File: config.mk
export PLATFORM = sky130hd
export DESIGN_NAME = go_move_timer
export DESIGN_NICKNAME = d
export VERILOG_FILES = /design/src/rtl/go_timer_pkg.sv /design/src/rtl/go_player_clock.sv /design/src/rtl/go_move_timer.sv
export SDC_FILE = /design/constraint.sdc
export NUM_CORES = 1
export LEC_CHECK = 0
export CAP_MARGIN = 30
export CORE_ASPECT_RATIO = 1.1
export CORE_MARGIN = 10
export CORE_UTILIZATION = 55
export CTS_BUF_LIST = sky130_fd_sc_hd__clkbuf_4
export CTS_CLUSTER_DIAMETER = 60
export DETAILED_ROUTE_END_ITERATION = 10
export HOLD_SLACK_MARGIN = 0.06
export PLACE_DENSITY = 0.92
export SYNTH_ARGS = -nofsm -noshare
export SYNTH_HDL_FRONTEND = slang
export SYNTH_SLANG_ARGS = --single-unit
File: constraint.sdc
create_clock -name clk_200Hz -period 3.1 [get_ports clk_200Hz]
set_clock_uncertainty 0.15 [all_clocks]
set_input_delay 0.31 -clock clk_200Hz [delete_from_list [all_inputs] [get_ports clk_200Hz]]
set_output_delay 0.31 -clock clk_200Hz [all_outputs]
set_load 0.01 [all_outputs]
File: src/rtl/go_timer_pkg.sv
// Shared encodings for the Go game clock: controller states, player ids and
// the length of the sec_tick blanking window after a 1 Hz restart.
package go_timer_pkg;

    typedef enum logic [1:0] {
        IDLE  = 2'd0,
        RUN   = 2'd1,
        PAUSE = 2'd2,
        OVER  = 2'd3
    } state_t;

    localparam logic BLACK = 1'b0;
    localparam logic WHITE = 1'b1;

    localparam int RST_MASK_LEN = 3;
    localparam int MASK_W       = $clog2(RST_MASK_LEN + 1);

endpackage

File: src/rtl/go_player_clock.sv
// One player's time bank: main-time seconds, byo-yomi periods and phase flag.
// expire flags the decrement that would consume the player's last second.
module go_player_clock
    import go_timer_pkg::*;
#(
    parameter int MAIN_TIME   = 600,
    parameter int BYO_TIME    = 30,
    parameter int BYO_PERIODS = 3,
    parameter int SEC_W       = 10,
    parameter int PER_W       = 2
) (
    input  logic             clk_200Hz,
    input  logic             rst_n,
    input  logic             load,
    input  logic             dec,
    input  logic             byo_reload,
    output logic [SEC_W-1:0] secs,
    output logic [PER_W-1:0] periods,
    output logic             in_byo,
    output logic             expire
);

    localparam logic [SEC_W-1:0] SECS_MAIN = SEC_W'(MAIN_TIME);
    localparam logic [SEC_W-1:0] SECS_BYO  = SEC_W'(BYO_TIME);
    localparam logic [SEC_W-1:0] SECS_ONE  = SEC_W'(1);
    localparam logic [PER_W-1:0] PER_INIT  = PER_W'(BYO_PERIODS);
    localparam logic [PER_W-1:0] PER_ONE   = PER_W'(1);
    localparam logic             HAS_BYO   = (BYO_PERIODS > 0);

    logic last_sec;
    logic final_phase;

    // final_phase: running out of this second means the game is lost
    assign last_sec    = (secs == SECS_ONE);
    assign final_phase = in_byo ? (periods <= PER_ONE) : !HAS_BYO;
    assign expire      = dec && last_sec && final_phase;

    always_ff @(posedge clk_200Hz or negedge rst_n) begin
        if (!rst_n) begin
            secs    <= SECS_MAIN;
            periods <= PER_INIT;
            in_byo  <= 1'b0;
        end else if (load) begin
            secs    <= SECS_MAIN;
            periods <= PER_INIT;
            in_byo  <= 1'b0;
        end else if (byo_reload && in_byo) begin
            secs <= SECS_BYO;
        end else if (dec) begin
            if (secs > SECS_ONE) begin
                secs <= secs - SECS_ONE;
            end else if (last_sec) begin
                if (final_phase) begin
                    secs    <= '0;
                    periods <= '0;
                end else if (!in_byo) begin
                    in_byo <= 1'b1;
                    secs   <= SECS_BYO;
                end else begin
                    periods <= periods - PER_ONE;
                    secs    <= SECS_BYO;
                end
            end
        end
    end

endmodule

File: src/rtl/go_move_timer.sv
// Go game clock controller: turn/pause/over FSM, 1 Hz tick synchroniser with
// restart blanking, and the restart pulse back to the 1 Hz generator.
module go_move_timer
    import go_timer_pkg::*;
#(
    parameter int MAIN_TIME   = 600,
    parameter int BYO_TIME    = 30,
    parameter int BYO_PERIODS = 3,
    parameter int WARN_SECS   = 10,
    parameter int SEC_W       = 10,
    parameter int PER_W       = 2
) (
    input  logic             clk_200Hz,
    input  logic             rst_n,
    input  logic             tick_1Hz,
    output logic             clk_1Hz_rst,
    input  logic             start,
    input  logic             pause,
    input  logic             move_done,
    output logic [1:0]       state,
    output logic             cur_player,
    output logic [SEC_W-1:0] black_secs,
    output logic [SEC_W-1:0] white_secs,
    output logic [PER_W-1:0] black_periods,
    output logic [PER_W-1:0] white_periods,
    output logic [1:0]       in_byoyomi,
    output logic             warn,
    output logic             timeout,
    output logic             loser
);

    state_t            st_q;
    state_t            st_d;
    logic              tick_p0;
    logic              tick_p1;
    logic              tick_p2;
    logic              tick_edge_p3;
    logic [MASK_W-1:0] mask_cnt;
    logic              sec_tick;
    logic              load;
    logic              move;
    logic              resume;
    logic              run_tick;
    logic              restart_req;
    logic              dec_b;
    logic              dec_w;
    logic              reload_b;
    logic              reload_w;
    logic              byo_b;
    logic              byo_w;
    logic              expire_b;
    logic              expire_w;
    logic              expire;
    logic [SEC_W-1:0]  run_secs;

    // synchroniser (p0, p1) then registered rising-edge detect (p3)
    always_ff @(posedge clk_200Hz or negedge rst_n) begin
        if (!rst_n) begin
            tick_p0      <= 1'b0;
            tick_p1      <= 1'b0;
            tick_p2      <= 1'b0;
            tick_edge_p3 <= 1'b0;
        end else begin
            tick_p0      <= tick_1Hz;
            tick_p1      <= tick_p0;
            tick_p2      <= tick_p1;
            tick_edge_p3 <= tick_p1 && !tick_p2;
        end
    end

    // blank ticks during the restart pulse and the window that follows it
    always_ff @(posedge clk_200Hz or negedge rst_n) begin
        if (!rst_n) begin
            mask_cnt <= '0;
        end else if (clk_1Hz_rst) begin
            mask_cnt <= MASK_W'(RST_MASK_LEN);
        end else if (mask_cnt != '0) begin
            mask_cnt <= mask_cnt - MASK_W'(1);
        end
    end

    assign sec_tick = tick_edge_p3 && !clk_1Hz_rst && (mask_cnt == '0);

    always_ff @(posedge clk_200Hz or negedge rst_n) begin
        if (!rst_n) begin
            st_q <= IDLE;
        end else begin
            st_q <= st_d;
        end
    end

    always_comb begin
        st_d = st_q;
        case (st_q)
            IDLE:  if (start) st_d = RUN;
            RUN:   if (pause) st_d = PAUSE;
                   else if (expire) st_d = OVER;
            PAUSE: if (pause) st_d = RUN;
            OVER:  if (start) st_d = RUN;
        endcase
    end

    // a move or pause in the same cycle as a tick swallows the tick
    always_comb begin
        load        = start && ((st_q == IDLE) || (st_q == OVER));
        move        = (st_q == RUN) && move_done;
        resume      = (st_q == PAUSE) && pause;
        run_tick    = (st_q == RUN) && sec_tick && !move_done && !pause;
        dec_b       = run_tick && (cur_player == BLACK);
        dec_w       = run_tick && (cur_player == WHITE);
        reload_b    = move && (cur_player == BLACK);
        reload_w    = move && (cur_player == WHITE);
        restart_req = load || move || resume;
    end

    assign expire = expire_b || expire_w;

    always_ff @(posedge clk_200Hz or negedge rst_n) begin
        if (!rst_n) begin
            cur_player  <= BLACK;
            timeout     <= 1'b0;
            loser       <= BLACK;
            clk_1Hz_rst <= 1'b0;
        end else begin
            clk_1Hz_rst <= restart_req && !clk_1Hz_rst;
            if (load) begin
                cur_player <= BLACK;
                timeout    <= 1'b0;
                loser      <= BLACK;
            end else begin
                if (move) cur_player <= !cur_player;
                if (expire) begin
                    timeout <= 1'b1;
                    loser   <= cur_player;
                end
            end
        end
    end

    go_player_clock #(
        .MAIN_TIME   (MAIN_TIME),
        .BYO_TIME    (BYO_TIME),
        .BYO_PERIODS (BYO_PERIODS),
        .SEC_W       (SEC_W),
        .PER_W       (PER_W)
    ) u_black (
        .clk_200Hz  (clk_200Hz),
        .rst_n      (rst_n),
        .load       (load),
        .dec        (dec_b),
        .byo_reload (reload_b),
        .secs       (black_secs),
        .periods    (black_periods),
        .in_byo     (byo_b),
        .expire     (expire_b)
    );

    go_player_clock #(
        .MAIN_TIME   (MAIN_TIME),
        .BYO_TIME    (BYO_TIME),
        .BYO_PERIODS (BYO_PERIODS),
        .SEC_W       (SEC_W),
        .PER_W       (PER_W)
    ) u_white (
        .clk_200Hz  (clk_200Hz),
        .rst_n      (rst_n),
        .load       (load),
        .dec        (dec_w),
        .byo_reload (reload_w),
        .secs       (white_secs),
        .periods    (white_periods),
        .in_byo     (byo_w),
        .expire     (expire_w)
    );

    assign run_secs   = cur_player ? white_secs : black_secs;
    assign warn       = (st_q == RUN) && (run_secs <= SEC_W'(WARN_SECS));
    assign state      = st_q;
    assign in_byoyomi = {byo_w, byo_b};

endmodule

# == Word level (Yosys, flattened, before mapping) ==
# Cells that the tools add are included.
# Widths: inputs -> output; s select.
# op_classes
n_reduce_logical,54
n_bitwise,1
n_addsub,5
n_lt_le_gt_ge,5
muxes,54
eq_ne,14
# op_table
op,count
$mux 10,11
$mux 2,20
$logic_and 1x1->1,21
$eq 10x1->1 const B,2
$gt 10x1->1 const B,2
$mux 1,20
$reduce_and 5->1,4
$sub 10x1->10 const B,2
$reduce_bool 2->1,8
$ne 2x2->1 const B,7
$reduce_bool 3->1,4
$le 10x4->1 const B,1
$mux 5,2
$reduce_bool 4->1,2
$pmux 2 s3,1
$sub 2x1->2 const B,3
$logic_not 1->1,5
$eq 2x2->1 const B,2
$le 2x1->1 const B,2
$logic_not 2->1,2
$logic_or 1x1->1,4
$reduce_and 2->1,2
$ne 3x3->1 const B,1
$reduce_and 3->1,1
4 further kinds,4
# totals
ff_bits,38
output_inout_bits,33

# == Longest topological paths before layout ==
# Gate-level depths: netlist of the first run.
# logic_depth
depth_word,13
depth_mapped,8

# == Hierarchy ==
# A second synthesis of the first run with hierarchy kept.
# hier_totals
hier_cells,278
hier_area_um2,2527.4
# modules_own_cells
module,area_per_inst_um2,cells_each,instances
go_player_clock (u_black),959.7,102,1
go_player_clock (u_white),924.6,110,1
go_move_timer,643.1,66,1

# == Worst setup path before layout of the first run ==
# No wires, ideal clock.
# synth_path
path_type,register to register
start,register st_q[1] (netlist: state[1])
end,register u_black.secs[6]
period_less_slack_ns,2.259
path_stages_with_launch,8
arrival_time_ns,2.025
t_required_ns,2.866
path_slack_ns,0.841
path_buffers,0
setup_ns,0.084
path_cell_list,dfrtp_1 -> inv_1 -> ha_1 -> or4b_4 -> nor3_4 -> o31a_4 -> o21ai_2 -> a311o_1
# synth_via
elab_chain_cells,7
# synth_rtl
element,line,rtl
from (decl),go_move_timer.sv:32,state_t st_q;
from (signal assigned),go_move_timer.sv:88,st_q <= st_d;
$eq 2x1->1,"go_move_timer.sv:106, go_move_timer.sv:108",
$logic_and 1x1->1 (3 in series),go_move_timer.sv:108,run_tick = (st_q == RUN) && sec_tick && !move_done && !pause;
$logic_and 1x1->1,go_move_timer.sv:109,dec_b = run_tick && (cur_player == BLACK);
$reduce_bool 3->1 (no source line),n/a,
$reduce_and 2->1 (no source line),n/a,
to (signal assigned),go_player_clock.sv:51,secs <= secs - SECS_ONE;
to (decl),go_player_clock.sv:17,"output logic [SEC_W-1:0] secs,"
# Parallel ways exist; a longest one is shown, timed or not.
# A chain may end at the register's enable or synchronous reset.

# == Worst setup path in the final report of the first run ==
# layout_path
start,register u_black.secs[7]
end,output port warn
# layout_via
elab_chain_cells,3
# layout_rtl
element,line,rtl
$mux 10,go_move_timer.sv:176,assign run_secs = cur_player ? white_secs : black_secs;
$le 10x4->1,go_move_timer.sv:177,assign warn = (st_q == RUN) && (run_secs <= SEC_W'(WARN_SECS));
$logic_and 1x1->1,go_move_timer.sv:177,
to (decl),go_move_timer.sv:27,"output logic warn,"
# Every way passes these cells.

==> results.tsv, run 1 <==
stage	metric	value	unit
die	Die ar.	0.00730	mm²
grt	grt ovf	0	
power	static leakage	1.17	nW
critical_path	data arrival time of the critical path	2.52	ns
cells_and_area	final instance area	0.00285	mm²
power	switching share of power	37.1	%
grt	initial antenna violation count	0	
die	# rows	24	
drt	post-detailed-route wirelength per cell	17.3	µm
place	RePlAce Congestion	0.939	
logic_synthesis	post-synthesis register bit count	38	
cts	clock tree buffer depth	2	
critical_path	flop-to-flop setup slack	0.55	ns
cells_and_area	Fillers	338	
die	Starting Density	58.1	%
logic_synthesis	syn nets	269	
critical_path	max incr delay on CP	0.56	ns
drt	vias post-DR	2145	
cts	Skew-Pair Late Insertion Delay	0.36	ns
logic_synthesis	Cell variety after synth	62	
timing	hold_ws	0.209	ns
grt	first-pass GRT wire length	9430	µm
grt	number of global-route vias before repair	2022	
place	Placed Area	0.00276	mm²
timing	RSZ-0062 raised after global routing	false	
critical_path	Reg-to-Reg End	u_black.secs[3]	
critical_path	element type at the critical path start	flop	
logic_synthesis	count leader, synth	dfrtp_1	
timing	Hold Vio Cnt, Final	0	
timing	Setup Viol. Count Final	0	
place	Buffers on Ports	38	
status	status	complete, no violations	
cells_and_area	area grow syn2layout	21.2	%
die	Die H	88.6	µm
cts	H-tree depth	2	
critical_path	reg-to-reg startpoint	state[1]	
critical_path	largest delay contributor family on the critical path	simple AND/OR/NAND/NOR gates	
timing	fin. max-slew vios	0	
cells_and_area	fin nets	307	
timing	Final Cycle Share	96.0	%
timing	Worst Tran Pin Value	0.834	ns
logic_synthesis	post-synthesis cell count	253	
critical_path	Crit Path Class	reg -> out	
grt	total global-route track usage	16.5	%
logic_synthesis	synth top area cells	dfrtp_1, dfstp_2, ha_1	
critical_path	CP Depth	6	
timing	TNS Setup	0	ns
power	total chip power	1.57	mW
power	PD cells	552	mW/mm²
critical_path	CP Cell Sequence	nor3_2, nand2_2, a211oi_1, a21oi_1, nor2b_1, clkdlybuf4s50_1	
critical_path	CP startpoint	u_black.secs[7]	
timing	min Tclk post-route	2.98	ns
min_path	Hold WC Path Type	reg -> reg	
drt	WL final	5960	µm
logic_synthesis	Seq/Total Area, Yosys	41.0	%
logic_synthesis	area fraction of the dominant cell type after synthesis	27.6	%
cts	TritonCTS clock tree	yes	
flow_run	Max-Cap Viols	0	
timing	Slew headroom	44.4	%
critical_path	Worst EP required	2.64	ns
drt	vias per inst	6.24	
drt	DRT Pass-1 Iters	4	
logic_synthesis	Post-synth top cells	dfrtp_1, nor2_1, nand2_1	
power	combinational share of power	36.3	%
power	clock share of power	21.4	%
drt	DRC violations left	0	
logic_synthesis	Post-synth EDFFs	0	
critical_path	CP max FO	9	
critical_path	Critical Path Sink Type	primary output	
critical_path	crit path to	warn	
drt	post-route ant nets	0	
logic_synthesis	post-synth top area cell	dfrtp_1	
power	Internal Power	0.990	mW
place	dpl hpwl	4420	µm
logic_synthesis	Post-synth top flop	dfrtp_1	
cts	CTS Buf Count	5	
grt	largest net degree at the start of global routing	39	
logic_synthesis	Post-Syn Area per Cell	9.30	µm²
die	Core Box Area	0.00405	mm²
power	sequential power share	42.3	%
cells_and_area	fraction of layout cells with a size suffix above 1	14.0	%
critical_path	Crit path buffers/inverters	1	
cts	number of clock sinks	38	
cts	clock root buffer	clkbuf_4	
timing	fmax	0.336	GHz
cts	Clock transition at path regs	0.11	ns
logic_synthesis	Netlist Area Pre-Place	0.00235	mm²
power	sw power	0.583	mW
critical_path	Worst path slowest cell	clkdlybuf4s50_1	
critical_path	R2R depth	7	
drt	Detailed Route Iter0 Violations	168	
logic_synthesis	Async S/R FF share, synth	100	%
logic_synthesis	Yosys warning count	0	
cells_and_area	number of antenna repair diodes	0	
die	die width	82.4	µm
die	# IOs	39	
power	maximum vdd drop	0.000373	V
-- layer usage --
metal	global-route usage, %	vias to the layer above	share of wire (%)
met4	6.35	0	2.2
met1	18.3	1021	39
li1	-	1017	-
met3	4.87	18	8.0
met5	0	-	0
met2	28.7	89	51
-- repair_timing --
item	in CTS	in global routing
buffers inserted	0	0
endpoints found under the hold margin	26	0
hold buffers	1	0
resized for setup	0	1
endpoints found under the setup margin	0	1
-- worst min path at each step --
stage	startpoint	to	slack, ns	cells after the start
final	tick_p0	tick_p1	0.21	0
after global routing	tick_p0	tick_p1	0.23	0
after CTS	tick_p0	tick_p1	0.21	0
after detailed placement	tick_p0	tick_p1	0.19	0
after global placement	tick_p0	tick_p1	0.18	0
after floorplan	rst_n	clk_1Hz_rst	-0.14	0
-- worst reg2reg max path, cell delays in order (launching register included) --
cell,delay [ns]
dfrtp_1,0.45
inv_1,0.10
ha_1,0.31
or4b_4,0.52
nor3_4,0.28
o31ai_2,0.22
o41ai_1,0.28
o2111ai_1,0.15
-- cell families after synthesis --
group | share of synthesized area, %
and+or+nand+nor | 24.0
DFF | 41.0
buffers and inverters | 4.47
muxes | 0.478
AOI/OAI and AO/OA | 23.2
xor gates and xnor gates | 1.49
adders and majority gates | 5.32
-- per-stage QoR --
step	setup slack (ns)	utilization (%)	cells
after floorplan	0.841	-	253
after global placement	0.563	68.1	335
after detailed placement	0.477	68.1	335
after CTS	0.158	70.2	344
after global routing	0.0354	70.4	344
final	0.123	70.4	344
-- cell type report --
type | instances | area, µm² | area share [%]
Clock inverter | 3 | 40.0 | 1.40
Multi-Input combinational cell | 190 | 1290 | 45.1
Tap cell | 52 | 65.1 | 2.28
Sequential cell | 38 | 966 | 33.9
Inverter | 15 | 56.3 | 1.97
Clock buffer | 5 | 37.5 | 1.32
Timing Repair Buffer | 41 | 400 | 14.0
-- power groups by stage --
stage,sequential [mW],combinational [mW],clock [mW]
detailed placement,0.674,0.568,0
global route,0.681,0.627,0.365
global placement,0.670,0.547,0
finish,0.666,0.572,0.336
floorplan,0.660,0.359,0
CTS,0.665,0.572,0.345
-- cells in the final DEF (no fill, tap or decap), types with 6 or more instances in the layout --
cell type,synthesis,final
nand3_1,8,8
a21oi_1,17,17
ha_1,10,10
dfstp_2,12,12
nor3_1,7,6
clkdlybuf4s50_1,0,37
nor2_1,21,21
o21ai_0,16,16
nand2b_1,6,6
dfrtp_1,26,26
inv_1,15,15
nand2_1,18,18
-- registers in the layout, summed over array words and instances (netlist names) --
| name | flops |
|---|---|
| u_black.periods | 2 |
| u_black.in_byo | 1 |
| cur_player | 1 |
| tick_p1 | 1 |
| u_black.secs | 10 |
| u_white.secs | 10 |
| state | 2 |
| tick_p0 | 1 |
| mask_cnt | 2 |
| tick_edge_p3 | 1 |
| u_white.in_byo | 1 |
| clk_1Hz_rst | 1 |
| tick_p2 | 1 |
| loser | 1 |
| u_white.periods | 2 |
| timeout | 1 |
(Power assumes the default switching activity.)
==> inputs of run 2 (changes only) <==
Settings changed: CAP_MARGIN 30 to 20, PLACE_DENSITY 0.92 to 0.82.
==> results.tsv, run 2 (same netlist as run 1, synthesis figures left out) <==
stage	metric	value	unit	change
status	status	complete, no violations		
cts	Clock transition at path regs	0.12	ns	about the same
cells_and_area	Multi-input gate area	0.00129	mm²	unchanged
cells_and_area	register area	966	µm²	unchanged
critical_path	reg-to-reg startpoint	state[1]		
timing	RSZ-0062 raised after global routing	false		
die	Die ar.	0.00730	mm²	unchanged
timing	fmax	0.344	GHz	+2.5%
grt	first-pass GRT wire length	10100	µm	+6.9%
die	Core Box Area	0.00405	mm²	unchanged
critical_path	Worst EP required	2.64	ns	about the same
power	PD cells	553	mW/mm²	+0.18%
drt	vias post-DR	2119		-1.2%
cells_and_area	fin util	70.4	%	unchanged
die	Die H	88.6	µm	unchanged
min_path	hold depth	0		unchanged
timing	hold_ws	0.209	ns	-0.000125 ns
die	# rows	24		unchanged
min_path	hold path start	tick_p0		
cts	clock root buffer	clkbuf_4		
cts	H-tree depth	2		unchanged
place	dpl hpwl	4390	µm	-0.69%
critical_path	Critical Path Sink Type	primary output		
drt	post-route ant nets	0		unchanged
drt	DRC violations left	0		unchanged
cts	TritonCTS clock tree	yes		
place	Buffers on Ports	38		unchanged
timing	Final Cycle Share	93.7	%	-2.4 points
critical_path	max incr delay on CP	0.55	ns	about the same
grt	grt ovf	0		unchanged
cts	Skew-Pair Late Insertion Delay	0.36	ns	about the same
critical_path	Crit Path Class	reg -> out		
cells_and_area	most common cell after layout, fill and taps aside	clkdlybuf4s50_1		
cells_and_area	number of antenna repair diodes	0		unchanged
grt	initial antenna violation count	0		unchanged
timing	min Tclk post-route	2.90	ns	-0.0732 ns
timing	Worst Tran Pin Value	0.848	ns	+0.0136 ns
grt	total global-route track usage	17.3	%	+0.83 points
timing	fin. max-slew vios	0		unchanged
cells_and_area	Top Registers	u_black.secs x10, u_white.secs x10		
grt	number of global-route vias before repair	2091		+3.4%
critical_path	CP max FO	9		unchanged
flow_run	Max-Cap Viols	0		unchanged
place	Placed Area	0.00276	mm²	unchanged
drt	Detailed Route Iter0 Violations	158		-6.0%
power	maximum vdd drop	0.000241	V	-35%
timing	Hold Vio Cnt, Final	0		unchanged
critical_path	Worst path slowest cell	clkdlybuf4s50_1		
grt	largest net degree at the start of global routing	39		unchanged
critical_path	Reg-to-Reg End	state[1]		
critical_path	Crit path buffers/inverters	1		unchanged
power	static leakage	1.17	nW	unchanged
cells_and_area	final instance area	0.00285	mm²	unchanged
die	Starting Density	58.1	%	unchanged
die	die width	82.4	µm	unchanged
place	RePlAce Congestion	0.877		-6.6%
cells_and_area	most frequent cells in the layout	clkdlybuf4s50_1, dfrtp_1, nor2_1		
drt	DRT Pass-1 Iters	4		unchanged
critical_path	flop-to-flop setup slack	0.57	ns	+0.02 ns
drt	WL final	5920	µm	-0.77%
min_path	Hold WC Path Type	reg -> reg		
cts	postcts setup bufs	0		unchanged
die	# IOs	39		unchanged
cells_and_area	fraction of layout cells with a size suffix above 1	14.0	%	unchanged
cts	CTS Buf Count	5		unchanged
cells_and_area	Fillers	346		+2.4%
critical_path	R2R depth	7		unchanged
critical_path	CP Cell Sequence	nor3_2, nand2_2, a211oi_1, a21oi_1, nor2b_1, clkdlybuf4s50_1		
cts	clock tree buffer depth	2		unchanged
timing	TNS Setup	0	ns	unchanged
cts	number of clock sinks	38		unchanged
critical_path	element type at the critical path start	flop		
drt	vias per inst	6.16		-1.2%
cells_and_area	fin nets	307		unchanged
timing	Slew headroom	43.5	%	-0.91 points
cells_and_area	area grow syn2layout	21.2	%	unchanged
timing	Setup Viol. Count Final	0		unchanged
critical_path	data arrival time of the critical path	2.44	ns	-0.08 ns
min_path	Hold Path End	tick_p1		
drt	post-detailed-route wirelength per cell	17.2	µm	-0.77%
critical_path	largest delay contributor family on the critical path	simple AND/OR/NAND/NOR gates		
## run 2: report_power, final
group / internal (mW) / switching, mW / total, mW
Sequential: 0.565 / 0.102 / 0.666
Combinational: 0.259 / 0.310 / 0.569
Clock: 0.167 / 0.174 / 0.341
## run 2: through the flow
step / total power [mW] / setup WS, ns / cells
after floorplan: 1.02 / 0.841 / 253
after global placement: 1.22 / 0.567 / 335
after detailed placement: 1.24 / 0.454 / 335
after CTS: 1.58 / 0.173 / 344
after global routing: 1.69 / 0.00376 / 344
final: 1.58 / 0.196 / 344
## run 2: worst max-delay path by stage
stage / start / to / depth (start not counted)
2_1_floorplan: state[1] / u_black.secs[6] / 7
3_3_place_gp: move_done / u_black.secs[3] / 6
3_5_place_dp: move_done / state[1] / 6
4_1_cts: u_black.secs[7] / warn / 6
5_1_grt: u_black.secs[5] / warn / 6
6_report: u_black.secs[7] / warn / 6
## run 2: cell type report
type | count | area share, %
tap | 52 | 2.28
inverter | 15 | 1.97
timing repair buffer | 41 | 14.0
clock buffer | 5 | 1.32
multi-input combinational | 190 | 45.1
sequential | 38 | 33.9
clock inverter | 3 | 1.40
## run 2: per-layer routing
layer  vias to the layer above  routed length [µm]  part of all wire, %  GRT usage [%]
li1                       1030                   -                    -              -
met1                      1021                2460                   42           20.5
met2                        61                3010                   51           29.0
met3                         7                 379                  6.4           5.38
met4                         0                  68                  1.1           5.42
met5                         -                   0                    0              0
## run 2: worst register-to-register path, cell delays in order, from the launching register on
cell and delay (ns):
dfrtp_1 0.45, inv_1 0.09, ha_1 0.29, nor4b_4 0.31, nand3_1 0.21, nor4_2 0.45
a31oi_1 0.19, mux2_2 0.30
## run 2: what timing repair did
item	CTS	global route
hold endpoints to repair	26	0
hold buffers	1	0
gates resized for setup	0	1
endpoints found under the setup margin	0	1
